**src/rtl/dfe_tap_train_ctrl.sv**
```systemverilog
// dfe_tap_train_ctrl
// Training / adaptation controller for the receive-side DFE post-cursor tap.
// Sequences IDLE -> TRAIN -> RUN | FAIL. In TRAIN the single feedback tap is
// adapted with sign-sign LMS against known PAM4 reference symbols.
//
// Optional feature macro: DFE_DD_ADAPT_EN
//   defined   : RUN keeps adapting the tap decision-directed (decision_in is
//               the reference, previous decision is prev_ref).
//   undefined : tap is frozen in RUN and FAIL.
//
// Handshake: a training symbol is consumed only on a cycle where eq_in_valid
// and train_data_valid are both high; there is no backpressure, every such
// cycle is accepted, and a lone valid is ignored without side effects.
//
// dbg_state exposes the registered FSM state: 0=IDLE, 1=TRAIN, 2=RUN, 3=FAIL.
module dfe_tap_train_ctrl #(
  parameter int SIGNAL_RESOLUTION = 8,
  parameter int TAP_WIDTH         = 12,
  parameter int TAP_INIT          = 0,
  parameter int TAP_STEP          = 1,
  parameter int ERR_THRESH        = 8,
  parameter int CONV_COUNT        = 16,
  parameter int TRAIN_LENGTH      = 256
) (
  input  logic                                clk,
  input  logic                                rst,
  input  logic                                start,
  input  logic signed [SIGNAL_RESOLUTION-1:0] eq_in,
  input  logic                                eq_in_valid,
  input  logic signed [SIGNAL_RESOLUTION-1:0] decision_in,
  input  logic signed [SIGNAL_RESOLUTION-1:0] train_data,
  input  logic                                train_data_valid,
  output logic signed [TAP_WIDTH-1:0]         tap_out,
  output logic                                mode_train,
  output logic                                busy,
  output logic                                done,
  output logic                                converged,
  output logic signed [SIGNAL_RESOLUTION:0]   err_out,
  output logic [1:0]                          dbg_state
);

  // Error is one bit wider than the operands so the difference never wraps.
  localparam int EW = SIGNAL_RESOLUTION + 1;
  localparam int GW = $clog2(CONV_COUNT + 1);
  localparam int SW = $clog2(TRAIN_LENGTH + 1);

  localparam logic [1:0] ST_IDLE  = 2'd0;
  localparam logic [1:0] ST_TRAIN = 2'd1;
  localparam logic [1:0] ST_RUN   = 2'd2;
  localparam logic [1:0] ST_FAIL  = 2'd3;

  // Tap arithmetic is done one bit wider and then clamped.
  localparam logic signed [TAP_WIDTH:0] STEP_W = (TAP_WIDTH+1)'(TAP_STEP);
  localparam logic signed [TAP_WIDTH:0] MAX_W  = (TAP_WIDTH+1)'((2 ** (TAP_WIDTH-1)) - 1);
  localparam logic signed [TAP_WIDTH:0] MIN_W  = ~MAX_W;
  localparam logic signed [TAP_WIDTH-1:0] TAP_INIT_V = TAP_WIDTH'(TAP_INIT);
  localparam logic signed [EW-1:0] THRESH_W = EW'(ERR_THRESH);
  localparam logic [GW-1:0] CONV_V = GW'(CONV_COUNT);
  localparam logic [SW-1:0] LEN_V  = SW'(TRAIN_LENGTH);

  logic [1:0]                          state_q, state_d;
  logic signed [TAP_WIDTH-1:0]         tap_q, tap_d;
  logic signed [EW-1:0]                err_q, err_d;
  logic signed [SIGNAL_RESOLUTION-1:0] prev_ref_q, prev_ref_d;
  logic [GW-1:0]                       good_q, good_d;
  logic [SW-1:0]                       sym_q, sym_d;
  logic                                train_q, done_q, conv_q;

  logic                                qual;
  logic                                err_good;
  logic signed [EW-1:0]                err_train;
  logic signed [EW-1:0]                err_dec;

  // One sign-sign LMS step with saturation; no move when either sign is zero.
  function automatic logic signed [TAP_WIDTH-1:0] ss_update(
    input logic signed [TAP_WIDTH-1:0]         tap,
    input logic signed [EW-1:0]                err,
    input logic signed [SIGNAL_RESOLUTION-1:0] ref_sym
  );
    logic signed [TAP_WIDTH:0] wide;
    wide = {tap[TAP_WIDTH-1], tap};
    if (err != '0 && ref_sym != '0) begin
      if (err[EW-1] == ref_sym[SIGNAL_RESOLUTION-1]) begin
        wide = wide + STEP_W;
      end else begin
        wide = wide - STEP_W;
      end
    end
    if (wide > MAX_W) begin
      wide = MAX_W;
    end else if (wide < MIN_W) begin
      wide = MIN_W;
    end
    return wide[TAP_WIDTH-1:0];
  endfunction

  assign qual      = eq_in_valid && train_data_valid;
  assign err_train = $signed({eq_in[SIGNAL_RESOLUTION-1], eq_in})
                   - $signed({train_data[SIGNAL_RESOLUTION-1], train_data});
  assign err_dec   = $signed({eq_in[SIGNAL_RESOLUTION-1], eq_in})
                   - $signed({decision_in[SIGNAL_RESOLUTION-1], decision_in});
  assign err_good  = (err_train <= THRESH_W) && (err_train >= -THRESH_W);

  // Next-state, tap adaptation and counter logic.
  always_comb begin
    state_d    = state_q;
    tap_d      = tap_q;
    err_d      = err_q;
    prev_ref_d = prev_ref_q;
    good_d     = good_q;
    sym_d      = sym_q;
    case (state_q)
      ST_TRAIN: begin
        // start is deliberately ignored while training.
        if (qual) begin
          tap_d      = ss_update(tap_q, err_train, prev_ref_q);
          err_d      = err_train;
          prev_ref_d = train_data;
          sym_d      = sym_q + SW'(1);
          good_d     = err_good ? (good_q + GW'(1)) : '0;
          // Convergence takes priority over budget exhaustion on the same symbol.
          if (good_d == CONV_V) begin
            state_d    = ST_RUN;
            prev_ref_d = '0;
          end else if (sym_d == LEN_V) begin
            state_d = ST_FAIL;
          end
        end
      end
      ST_RUN: begin
        if (start) begin
          state_d    = ST_TRAIN;
          tap_d      = TAP_INIT_V;
          err_d      = '0;
          prev_ref_d = '0;
          good_d     = '0;
          sym_d      = '0;
        end else if (eq_in_valid) begin
          err_d = err_dec;
`ifdef DFE_DD_ADAPT_EN
          tap_d      = ss_update(tap_q, err_dec, prev_ref_q);
          prev_ref_d = decision_in;
`else
          tap_d      = tap_q;
`endif
        end
      end
      default: begin
        // IDLE and FAIL: hold everything until a new training request.
        if (start) begin
          state_d    = ST_TRAIN;
          tap_d      = TAP_INIT_V;
          err_d      = '0;
          prev_ref_d = '0;
          good_d     = '0;
          sym_d      = '0;
        end
      end
    endcase
  end

  // State, tap, error and counter registers.
  always_ff @(posedge clk) begin
    if (rst) begin
      state_q    <= ST_IDLE;
      tap_q      <= TAP_INIT_V;
      err_q      <= '0;
      prev_ref_q <= '0;
      good_q     <= '0;
      sym_q      <= '0;
    end else begin
      state_q    <= state_d;
      tap_q      <= tap_d;
      err_q      <= err_d;
      prev_ref_q <= prev_ref_d;
      good_q     <= good_d;
      sym_q      <= sym_d;
    end
  end

  // Status flags registered from the next state so they align with it.
  always_ff @(posedge clk) begin
    if (rst) begin
      train_q <= 1'b0;
      done_q  <= 1'b0;
      conv_q  <= 1'b0;
    end else begin
      train_q <= (state_d == ST_TRAIN);
      done_q  <= (state_d == ST_RUN) || (state_d == ST_FAIL);
      conv_q  <= (state_d == ST_RUN);
    end
  end

  assign tap_out    = tap_q;
  assign err_out    = err_q;
  assign mode_train = train_q;
  assign busy       = train_q;
  assign done       = done_q;
  assign converged  = conv_q;
  assign dbg_state  = state_q;

endmodule

```
**config.mk**
```make
export PLATFORM = sky130hd
export DESIGN_NAME = dfe_tap_train_ctrl
export DESIGN_NICKNAME = d
export VERILOG_FILES = /design/src/rtl/dfe_tap_train_ctrl.sv
export SDC_FILE = /design/constraint.sdc
export NUM_CORES = 1
export LEC_CHECK = 0
export CORE_MARGIN = 5
export CORE_UTILIZATION = 40
export CTS_BUF_LIST = sky130_fd_sc_hd__clkbuf_2
export DETAILED_ROUTE_END_ITERATION = 10
export SKIP_CTS_REPAIR_TIMING = 1
export SYNTH_ARGS = -nofsm -noshare
export SYNTH_HDL_FRONTEND = slang
export SYNTH_SLANG_ARGS = --single-unit
```
**constraint.sdc**
```tcl
create_clock -name clk -period 5.85 [get_ports clk]
set_clock_uncertainty 0.1 [all_clocks]
set_input_delay 1.17 -clock clk [delete_from_list [all_inputs] [get_ports clk]]
set_output_delay 1.17 -clock clk [all_outputs]
set_load 0.03 [all_outputs]
```
==> impl_metrics.yaml, run 1 <==
status:
  outcome: "finished clean"
timing:
  rsz0062_at_grt: "no"
  finalCritPeriodShare_pct: 86.8
  slew_violations: 0
  final.setup.tns_ns: 0
  tightest_slew_ns: 0.860
  setup_viol: 0
  timing_hold_violations_final: 0
  fin_crit_ns: 5.08
  relSlewSlack_pct: 42.5
  max_freq_mhz: 197
synth:
  synth-edff-count: 0
  ys_types: 70
  ys_seq_area_share_pct: 26.7
  synthCells: 450
  async_flop_share_pct: 0
  syn_area_per_cell_um2: 8.00
  ys.flop_type: "dfxtp_1"
  syn_nets: 514
  netlist_area_mm2: 0.00360
  synth_warnings: 0
  ys_ff_latch: 48
die:
  die_x_um: 105
  io_pins: 56
  die-height_um: 105
  start_util_pct: 41.1
  coreArea_mm2: 0.00876
  dieArea_mm2: 0.0110
  row_count: 34
detailed_routing:
  via_per_inst: 5.57
  drt-initial-drc-count: 102
  wire_per_inst_um: 14.9
  drt-pass1-iter-count: 4
  ant_nets: 0
  remaining_drc_errors: 0
  vias: 3397
  wl_um: 9060
clocking:
  clock_path_buffers: 2
  path_clk_slew_ns: 0.25
  numClockSinks: 48
  cts-root-buf: "clkbuf_2"
  clk-insertion-delay-late_ns: 0.46
  cts_tree: "done"
  cts_buffers: 5
  cts_max_level: 2
setup_path:
  crit_path_start_kind: "primary input"
  cp.arrival_ns: 5.34
  r2r_slack_ns: 2.82
  rr_worst_depth: 10
  cp_slowest_stage_delay_ns: 0.48
  r2r-end: "tap_out[5]"
  critical_path_class: "primary input to flip-flop"
  reg2reg_from: "prev_ref_q[7]"
  critical_path_required_ns: 6.11
  end_kind: "flip-flop"
  path_cells: "clkdlybuf4s50_1 -> inv_1 -> ha_1 -> inv_1 -> fa_1 -> a211o_1 -> and2_1 -> o221ai_2 -> xor2_1 -> buf_4 -> fa_1 -> a211oi_1 -> o211ai_1 -> nand2_1 -> nand4b_1 -> o31ai_1 -> nand3b_1 -> o2bb2ai_1"
  crit_slowest_cell: "o31ai_1"
  cp_max_fo: 13
global_routing:
  antenna_found_initial: 0
  grt_overflow_total: 0
  grt_use_total_pct: 16.7
  grt_max_degree: 28
  grt_pass1_wl_um: 15500
  grt_pass1_vias: 3268
power:
  worst_ir_drop_vdd_mv: 0.0743
  p_sw_w: 0.000258
  p_sw_share_pct: 35.8
  finalPower_w: 0.000722
  internal_power_w: 0.000464
  power_leakage_nw: 1.72
  power_frac_clock_pct: 20.1
  p_comb_share_pct: 33.5
  power.density_mw_per_mm2: 168
  seqPwrFrac_pct: 46.5
final_layout:
  multi_input_area_mm2: 0.00246
  insertedDiodeCount: 0
  drive_gt1_share_pct: 4.98
  seqCellArea_um2: 961
  nFillCells: 874
  final_nets: 565
  area_growth_syn_to_layout_pct: 19.2
  fin_area_mm2: 0.00430
  finish.utilization_pct: 49.0
hold_path:
  min_to: "prev_ref_q[5]"
  holdPathStages: 2
  hp-class: "flip-flop to flip-flop"
  min_from: "prev_ref_q[5]"
place:
  numPortBuffers: 55
  placed_area_mm2: 0.00425
  hpwl_um: 7280
  place.gp.congestion: 0.910
run:
  max-cap-violations: 0
==> state kept, by name (all words and copies together), names as in the netlist <==
register,flops
dbg_state,2
tap_out,12
busy,1
sym_q,9
good_q,5
done,1
converged,1
prev_ref_q,8
err_out,9
==> final cells by class <==
cell class | instances | share of cell area (%)
Tap cell | 108 | 3.15
Sequential cell | 48 | 22.4
Clock inverter | 3 | 0.408
Multi-Input combinational cell | 355 | 57.3
Inverter | 33 | 2.88
Timing Repair Buffer | 58 | 13.3
Clock buffer | 5 | 0.583
==> power by group through the flow <==
stage	clock, W	sequential, W	combinational, W
after floorplan	0	0.000346	0.000167
after global placement	0	0.000341	0.000239
after detailed placement	0	0.000341	0.000242
after CTS	0.000152	0.000336	0.000242
after global routing	0.000161	0.000336	0.000272
final	0.000145	0.000335	0.000242
==> worst max path at each step <==
stage                  start    endpoint  slack, ns  depth (start not counted)
floorplan           eq_in[0]  tap_out[3]       0.65                         16
global route        eq_in[0]  tap_out[1]       0.43                         18
detailed placement  eq_in[0]  tap_out[5]       0.27                         18
CTS                 eq_in[0]  tap_out[5]       0.80                         18
global placement    eq_in[0]  tap_out[8]       0.37                         18
finish              eq_in[0]  tap_out[5]       0.77                         18
==> stage by stage <==
stage	std cells	hold WS, ns	worst slack, ns
floorplan	450	0.325	0.651
global placement	602	0.335	0.369
detailed placement	602	0.344	0.270
CTS	610	0.372	0.797
global route	610	0.390	0.426
finish	610	0.369	0.774
==> layout by cell type (no fill, tap or decap), types with 3 or more instances in the layout <==
| cell type | count |
|---|---|
| nand2b_1 | 5 |
| nand3_1 | 10 |
| xnor2_1 | 10 |
| nor2b_1 | 4 |
| o21ai_0 | 19 |
| a21oi_1 | 28 |
| nor2_1 | 45 |
| nor3_1 | 15 |
| nand2_1 | 40 |
| o21ai_1 | 18 |
| a211oi_1 | 7 |
| nand3b_1 | 4 |
| nand4_1 | 4 |
| and3_1 | 4 |
| a22oi_1 | 6 |
| buf_4 | 3 |
| o2bb2ai_1 | 6 |
| nor4_1 | 5 |
| clkbuf_2 | 5 |
| inv_1 | 33 |
| a32oi_1 | 3 |
| or3_1 | 4 |
| ha_1 | 32 |
| a21o_1 | 6 |
| a22o_1 | 6 |
| o31ai_1 | 3 |
| fa_1 | 3 |
| xor2_1 | 9 |
| clkdlybuf4s50_1 | 55 |
| o21a_1 | 6 |
| dfxtp_1 | 48 |
| o211ai_1 | 4 |
| o21bai_1 | 4 |
==> kinds of logic (layout without fill, tap and decap cells) <==
| group | count (synthesis) | after routing | synth area share (%) |
|---|---|---|---|
| muxes | 2 | 2 | 0.556 |
| AOI/OAI and AO/OA | 143 | 143 | 28.6 |
| and+or+nand+nor | 156 | 156 | 21.7 |
| adders and majority gates | 35 | 35 | 12.8 |
| DFF | 48 | 48 | 26.7 |
| xor gates and xnor gates | 19 | 19 | 4.62 |
| buffers and inverters | 47 | 99 | 5.04 |
==> layer usage <==
layer	routed length [µm]	GRT usage, %	vias to the layer above
li1	-	-	1743
met1	4500	23.5	1563
met2	4010	26.2	77
met3	372	2.77	14
met4	175	4.84	0
met5	0	0	-
==> synth_stat cells, types with 5 or more instances <==
| cell | instances | area, µm² |
|---|---|---|
| ha_1 | 32 | 400 |
| o21a_1 | 6 | 45.0 |
| o21ai_1 | 18 | 90.1 |
| a22oi_1 | 6 | 45.0 |
| a22o_1 | 6 | 52.6 |
| nor4_1 | 5 | 31.3 |
| xnor2_1 | 10 | 87.6 |
| a21o_1 | 6 | 45.0 |
| a21oi_1 | 28 | 140 |
| nor3_1 | 15 | 75.1 |
| nand2b_1 | 5 | 31.3 |
| dfxtp_1 | 48 | 961 |
| inv_1 | 33 | 124 |
| clkbuf_1 | 12 | 45.0 |
| o2bb2ai_1 | 6 | 52.6 |
| xor2_1 | 9 | 78.8 |
| nand2_1 | 40 | 150 |
| a211oi_1 | 7 | 52.6 |
| nor2_1 | 45 | 169 |
| o21ai_0 | 19 | 95.1 |
| nand3_1 | 10 | 50.1 |
==> critical path, delay by kind of cell <==
kind,cells,cell delay [ns]
AOI/OAI and AO/OA,6,1.56
and+or+nand+nor,4,0.75
xor gates and xnor gates,1,0.09
adders and majority gates,3,1.02
buffers and inverters,4,0.72
(Power assumes the default switching activity.)
==> run 2, diff against run 1 <==
CORE_MARGIN = not set   (was 5)
clock period = 4.86 ns   (was 5.85 ns; I/O delays follow)
==> run 2 against run 1 <==
Effect of this change:
- sequential power is 21% higher
- sequential share of layout area shrank 2.2 points
- non-clock buffer count up 48
- critical path type unchanged
==> impl_metrics.yaml, run 2 (same netlist as run 1, synthesis figures left out) <==
status:
  outcome: "finished clean"
timing:
  relSlewSlack_pct: 53.1
  setup_viol: 0
  finalCritPeriodShare_pct: 96.4
  timing_hold_violations_final: 0
  max_freq_mhz: 213
  slew_violations: 0
  tightest_slew_ns: 0.701
  fin_crit_ns: 4.69
  finalHoldWorstSlack_ns: 0.370
  final.setup.tns_ns: 0
global_routing:
  busiest_layer: "met2"
  grt_pass1_vias: 3457
  grt_max_degree: 18
  grt_pass1_wl_um: 16000
  met3_usage_pct: 2.75
  use_met2_pct: 33.0
  grt_use_total_pct: 20.6
  grt_util_met1_pct: 29.0
  antenna_found_initial: 0
  grt_overflow_total: 0
setup_path:
  critPathTopFamily: "compound AO/OA/AOI/OAI gates"
  rr_worst_depth: 9
  r2r-end: "tap_out[1]"
  critPathBufInv: 3
  path_cells: "clkdlybuf4s50_1 -> ha_1 -> inv_1 -> fa_1 -> a211o_1 -> and2_1 -> o221ai_4 -> buf_4 -> xor2_4 -> ha_1 -> nand3_1 -> o2111ai_1 -> a21oi_1 -> o21ai_0 -> o31ai_1 -> nand3b_1 -> o2bb2ai_1"
  crit_slowest_cell: "clkdlybuf4s50_1"
  reg2reg_from: "prev_ref_q[7]"
  cp.arrival_ns: 4.98
  path_common_cell: "ha_1"
  end_kind: "flip-flop"
  cp_max_fo: 6
  crit_path_start: "train_data[0]"
  cp.depth: 17
  critical_path_class: "primary input to flip-flop"
  endpoint: "tap_out[1]"
  cp_slowest_stage_delay_ns: 0.48
  critical_path_required_ns: 5.15
  crit_path_start_kind: "primary input"
  r2r_slack_ns: 2.01
power:
  finalPower_w: 0.00104
  worst_ir_drop_vdd_mv: 0.145
  internal_power_w: 0.000705
  power_leakage_nw: 1.99
  p_comb_share_pct: 33.6
  power_frac_clock_pct: 27.5
  p_sw_share_pct: 32.1
  p_sw_w: 0.000334
  seqPwrFrac_pct: 38.9
  power.density_mw_per_mm2: 218
clocking:
  clock_path_buffers: 2
  cts_tree: "done"
  cts_max_level: 2
  path_clk_slew_ns: 0.24
  numClockSinks: 48
  cts_buffers: 5
  clk-insertion-delay-late_ns: 0.46
  cts-root-buf: "clkbuf_2"
final_layout:
  final_nets: 614
  mostFrequentLayoutCell: "clkdlybuf4s50_1"
  final_cell_mix: "clkdlybuf4s50_1, buf_4, dfxtp_1, nor2_1, nand2_1"
  nFillCells: 819
  area_growth_syn_to_layout_pct: 32.5
  largest_reg_flops: 12
  drive_gt1_share_pct: 14.7
  multi_input_area_mm2: 0.00252
  insertedDiodeCount: 0
  final_cells: 659
  seqCellArea_um2: 961
place:
  place.gp.congestion: 0.853
  hpwl_um: 7370
  dp_cells: 645
  numPortBuffers: 55
hold_path:
  hp-class: "flip-flop to flip-flop"
die:
  row_count: 34
  io_pins: 56
  dieArea_mm2: 0.00939
  start_util_pct: 41.3
  die_x_um: 96.9
  coreArea_mm2: 0.00872
  die-height_um: 96.9
detailed_routing:
  via_per_inst: 5.34
  wire_per_inst_um: 14.5
  ant_nets: 0
  remaining_drc_errors: 0
  vias: 3522
  drt-pass1-iter-count: 5
  drt-initial-drc-count: 141
  wl_um: 9530
run:
  max-cap-violations: 0
==> run 2: cell types whose count changed in the layout (fill, tap and decap cells not counted), sizes merged <==
cell	before	now
buf	3	51
bufinv	0	2
clkinv	2	0
xor2	9	10
==> run 2: how the worst min path moves through the flow <==
| stage | from | endpoint | slack, ns | cells past startpoint |
|---|---|---|---|---|
| 6_report | prev_ref_q[2] | prev_ref_q[2] | 0.37 | 2 |
| 5_1_grt | prev_ref_q[3] | prev_ref_q[3] | 0.38 | 2 |
| 4_1_cts | prev_ref_q[2] | prev_ref_q[2] | 0.36 | 2 |
| 3_5_place_dp | prev_ref_q[2] | prev_ref_q[2] | 0.34 | 2 |
| 3_3_place_gp | prev_ref_q[4] | prev_ref_q[4] | 0.34 | 2 |
| 2_1_floorplan | prev_ref_q[3] | prev_ref_q[3] | 0.32 | 2 |
==> run 2: through the flow <==
stage                     util (%)  instance area, µm²  setup WS, ns
after floorplan                  -                3610        0.0836
after global placement        52.6                4580        -0.317
after detailed placement      52.6                4580        -0.451
after CTS                     53.6                4680        0.0836
after global routing          54.7                4770        -0.148
final                         54.7                4770         0.173
==> run 2: cell type report <==
type | instances | share of cell area [%]
inverter | 33 | 2.60
tap | 108 | 2.83
timing repair buffer | 106 | 19.6
clock buffer | 5 | 0.524
multi-input combinational | 356 | 52.9
sequential | 48 | 20.1
clock inverter | 3 | 1.44
==> run 2: routing by layer <==
metal | wire length [µm] | share of wire (%)
met2 | 4290 | 45
met3 | 334 | 3.5
met4 | 99 | 1.0
met5 | 0 | 0
met1 | 4810 | 50
==> run 2: power by group through the flow <==
stage	Sequential [W]	Clock [W]	Combinational, W
final	0.000404	0.000286	0.000349
after floorplan	0.000416	0	0.000202
after global placement	0.000411	0	0.000322
after global routing	0.000406	0.000310	0.000386
after detailed placement	0.000411	0	0.000326
after CTS	0.000404	0.000294	0.000328
==> run 2: worst reg2reg max path, cell delays in order (launching register included) <==
cell	delay, ns
dfxtp_1	0.57
xor2_2	0.19
ha_1	0.41
nand3_1	0.13
o2111ai_1	0.32
a21oi_1	0.18
o21ai_0	0.22
o31ai_1	0.12
nand3b_1	0.35
o2bb2ai_1	0.22
==> run 3, diff against run 2 <==
CTS_BUF_LIST = sky130_fd_sc_hd__clkbuf_8   (was sky130_fd_sc_hd__clkbuf_2)
SLEW_MARGIN = 20   (was not set)
==> run 3 against run 2 <==
Effect of this change:
- flip-flop and latch count unchanged
- first-iteration DRC count increased by 28%
- clock power increased by 26%
- final area increased by 4.9%
- global-route usage increased by 0.18 points
- via count increased by 2.4%
- non-clock buffer count increased by 9
- worst hold slack got worse by 0.014 ns
- register-to-register slack improved by 0.03 ns
- count of clock-buffer cells in the layout unchanged
- power increased by 11%
- sequential share of layout area decreased by 0.93 points
- highest routed layer unchanged
==> impl_metrics.yaml, run 3 (same netlist as run 1, synthesis figures left out) <==
setup_path:
  critical_path_required_ns: 4.97
  end_kind: "flip-flop"
  r2r-end: "tap_out[3]"
  cp.arrival_ns: 4.89
  r2r_slack_ns: 2.04
  reg2reg_from: "prev_ref_q[7]"
  cp_max_fo: 5
  crit_path_start_kind: "primary input"
  critical_path_class: "primary input to flip-flop"
  rr_worst_depth: 11
final_layout:
  finish.utilization_pct: 57.4
  final_cell_mix: "buf_4, clkdlybuf4s50_1, dfxtp_1, nor2_1, nand2_1"
  largest_reg_flops: 12
  area_growth_syn_to_layout_pct: 38.9
  nFillCells: 789
  final_nets: 623
  insertedDiodeCount: 0
  mostFrequentLayoutCell: "buf_4"
  drive_gt1_share_pct: 18.2
clocking:
  path_clk_slew_ns: 0.10
  numClockSinks: 48
  clock_path_buffers: 2
  clk-insertion-delay-late_ns: 0.31
  cts_max_level: 2
  cts_buffers: 5
  cts-root-buf: "clkbuf_8"
  cts_tree: "done"
hold_path:
  holdPathStages: 2
  min_from: "prev_ref_q[2]"
  hp-class: "flip-flop to flip-flop"
  min_to: "prev_ref_q[2]"
detailed_routing:
  drt-initial-drc-count: 180
  vias: 3607
  remaining_drc_errors: 0
  via_per_inst: 5.40
  wire_per_inst_um: 14.9
  wl_um: 9930
  drt-pass1-iter-count: 4
  ant_nets: 0
power:
  power.density_mw_per_mm2: 229
  seqPwrFrac_pct: 35.0
  power_leakage_nw: 2.08
  internal_power_w: 0.000794
  p_sw_w: 0.000354
  power_frac_clock_pct: 31.4
  p_sw_share_pct: 30.8
  worst_ir_drop_vdd_mv: 0.142
  p_comb_share_pct: 33.6
die:
  die_x_um: 96.9
  io_pins: 56
  die-height_um: 96.9
  start_util_pct: 41.3
  dieArea_mm2: 0.00939
  row_count: 34
  coreArea_mm2: 0.00872
timing:
  tightest_slew_ns: 0.700
  fin_crit_ns: 4.78
  final.setup.tns_ns: 0
  finalCritPeriodShare_pct: 98.3
  relSlewSlack_pct: 53.2
  slew_violations: 0
  timing_hold_violations_final: 0
  setup_viol: 0
  max_freq_mhz: 209
global_routing:
  grt_use_total_pct: 20.7
  grt_pass1_wl_um: 16100
  grt_max_degree: 18
  antenna_found_initial: 0
  grt_overflow_total: 0
  grt_pass1_vias: 3445
status:
  outcome: "finished clean"
place:
  hpwl_um: 7370
  numPortBuffers: 55
  place.gp.congestion: 0.853
run:
  max-cap-violations: 0
run 3: worst max-delay path by stage:
stage / slack, ns / to / from / cells after the start
after floorplan: 0.08 / tap_out[3] / eq_in[0] / 16
after global placement: -0.32 / tap_out[0] / train_data[0] / 17
after detailed placement: -0.45 / tap_out[3] / train_data[0] / 16
after CTS: -0.12 / tap_out[3] / train_data[0] / 16
after global routing: -0.11 / tap_out[3] / eq_in[0] / 20
final: 0.08 / tap_out[3] / eq_in[0] / 20
run 3: area by class of cell:
| class | instances | area [µm²] | area share (%) |
|---|---|---|---|
| Clock inverter | 3 | 68.8 | 1.38 |
| Inverter | 33 | 124 | 2.48 |
| Timing Repair Buffer | 115 | 1040 | 20.7 |
| Multi-Input combinational cell | 356 | 2610 | 52.2 |
| Tap cell | 108 | 135 | 2.70 |
| Clock buffer | 5 | 68.8 | 1.38 |
| Sequential cell | 48 | 961 | 19.2 |
run 3: metrics by stage:
step,hold WS [ns],power (W),std cells,instance area (µm²),setup slack [ns]
floorplan,0.325,0.000618,450,3610,0.0836
global placement,0.337,0.000733,645,4580,-0.317
detailed placement,0.338,0.000737,645,4580,-0.451
CTS,0.352,0.00110,653,4720,-0.122
global route,0.377,0.00121,668,5000,-0.111
finish,0.356,0.00115,668,5000,0.0830
run 3: layer usage:
metal | vias up | share of wire (%) | global-route usage [%] | wire length [µm]
li1 | 1858 | - | - | -
met1 | 1674 | 50 | 29.5 | 4930
met2 | 70 | 46 | 33.3 | 4580
met3 | 5 | 3.6 | 3.11 | 361
met4 | 0 | 0.60 | 4.13 | 60
met5 | - | 0 | 0 | 0
run 3: worst max-delay path, cell delays in order:
cell and delay (ns):
clkdlybuf4s50_1 0.41, inv_2 0.07, ha_4 0.13, inv_1 0.05
fa_2 0.33, a211o_1 0.34, and2_4 0.16, o221ai_4 0.24
buf_12 0.15, xor2_4 0.22, buf_6 0.14, ha_4 0.19
a211oi_2 0.26, o211ai_1 0.17, nand2_1 0.13, nand4b_1 0.13
o31ai_2 0.28, buf_4 0.18, o21ai_0 0.09, a22o_1 0.24
run 3: power groups by stage:
stage | registers [W] | clock network [W] | logic [W]
6_report | 0.000402 | 0.000360 | 0.000385
5_1_grt | 0.000403 | 0.000386 | 0.000422
4_1_cts | 0.000402 | 0.000370 | 0.000328
3_5_place_dp | 0.000411 | 0 | 0.000326
3_3_place_gp | 0.000411 | 0 | 0.000322
2_1_floorplan | 0.000416 | 0 | 0.000202
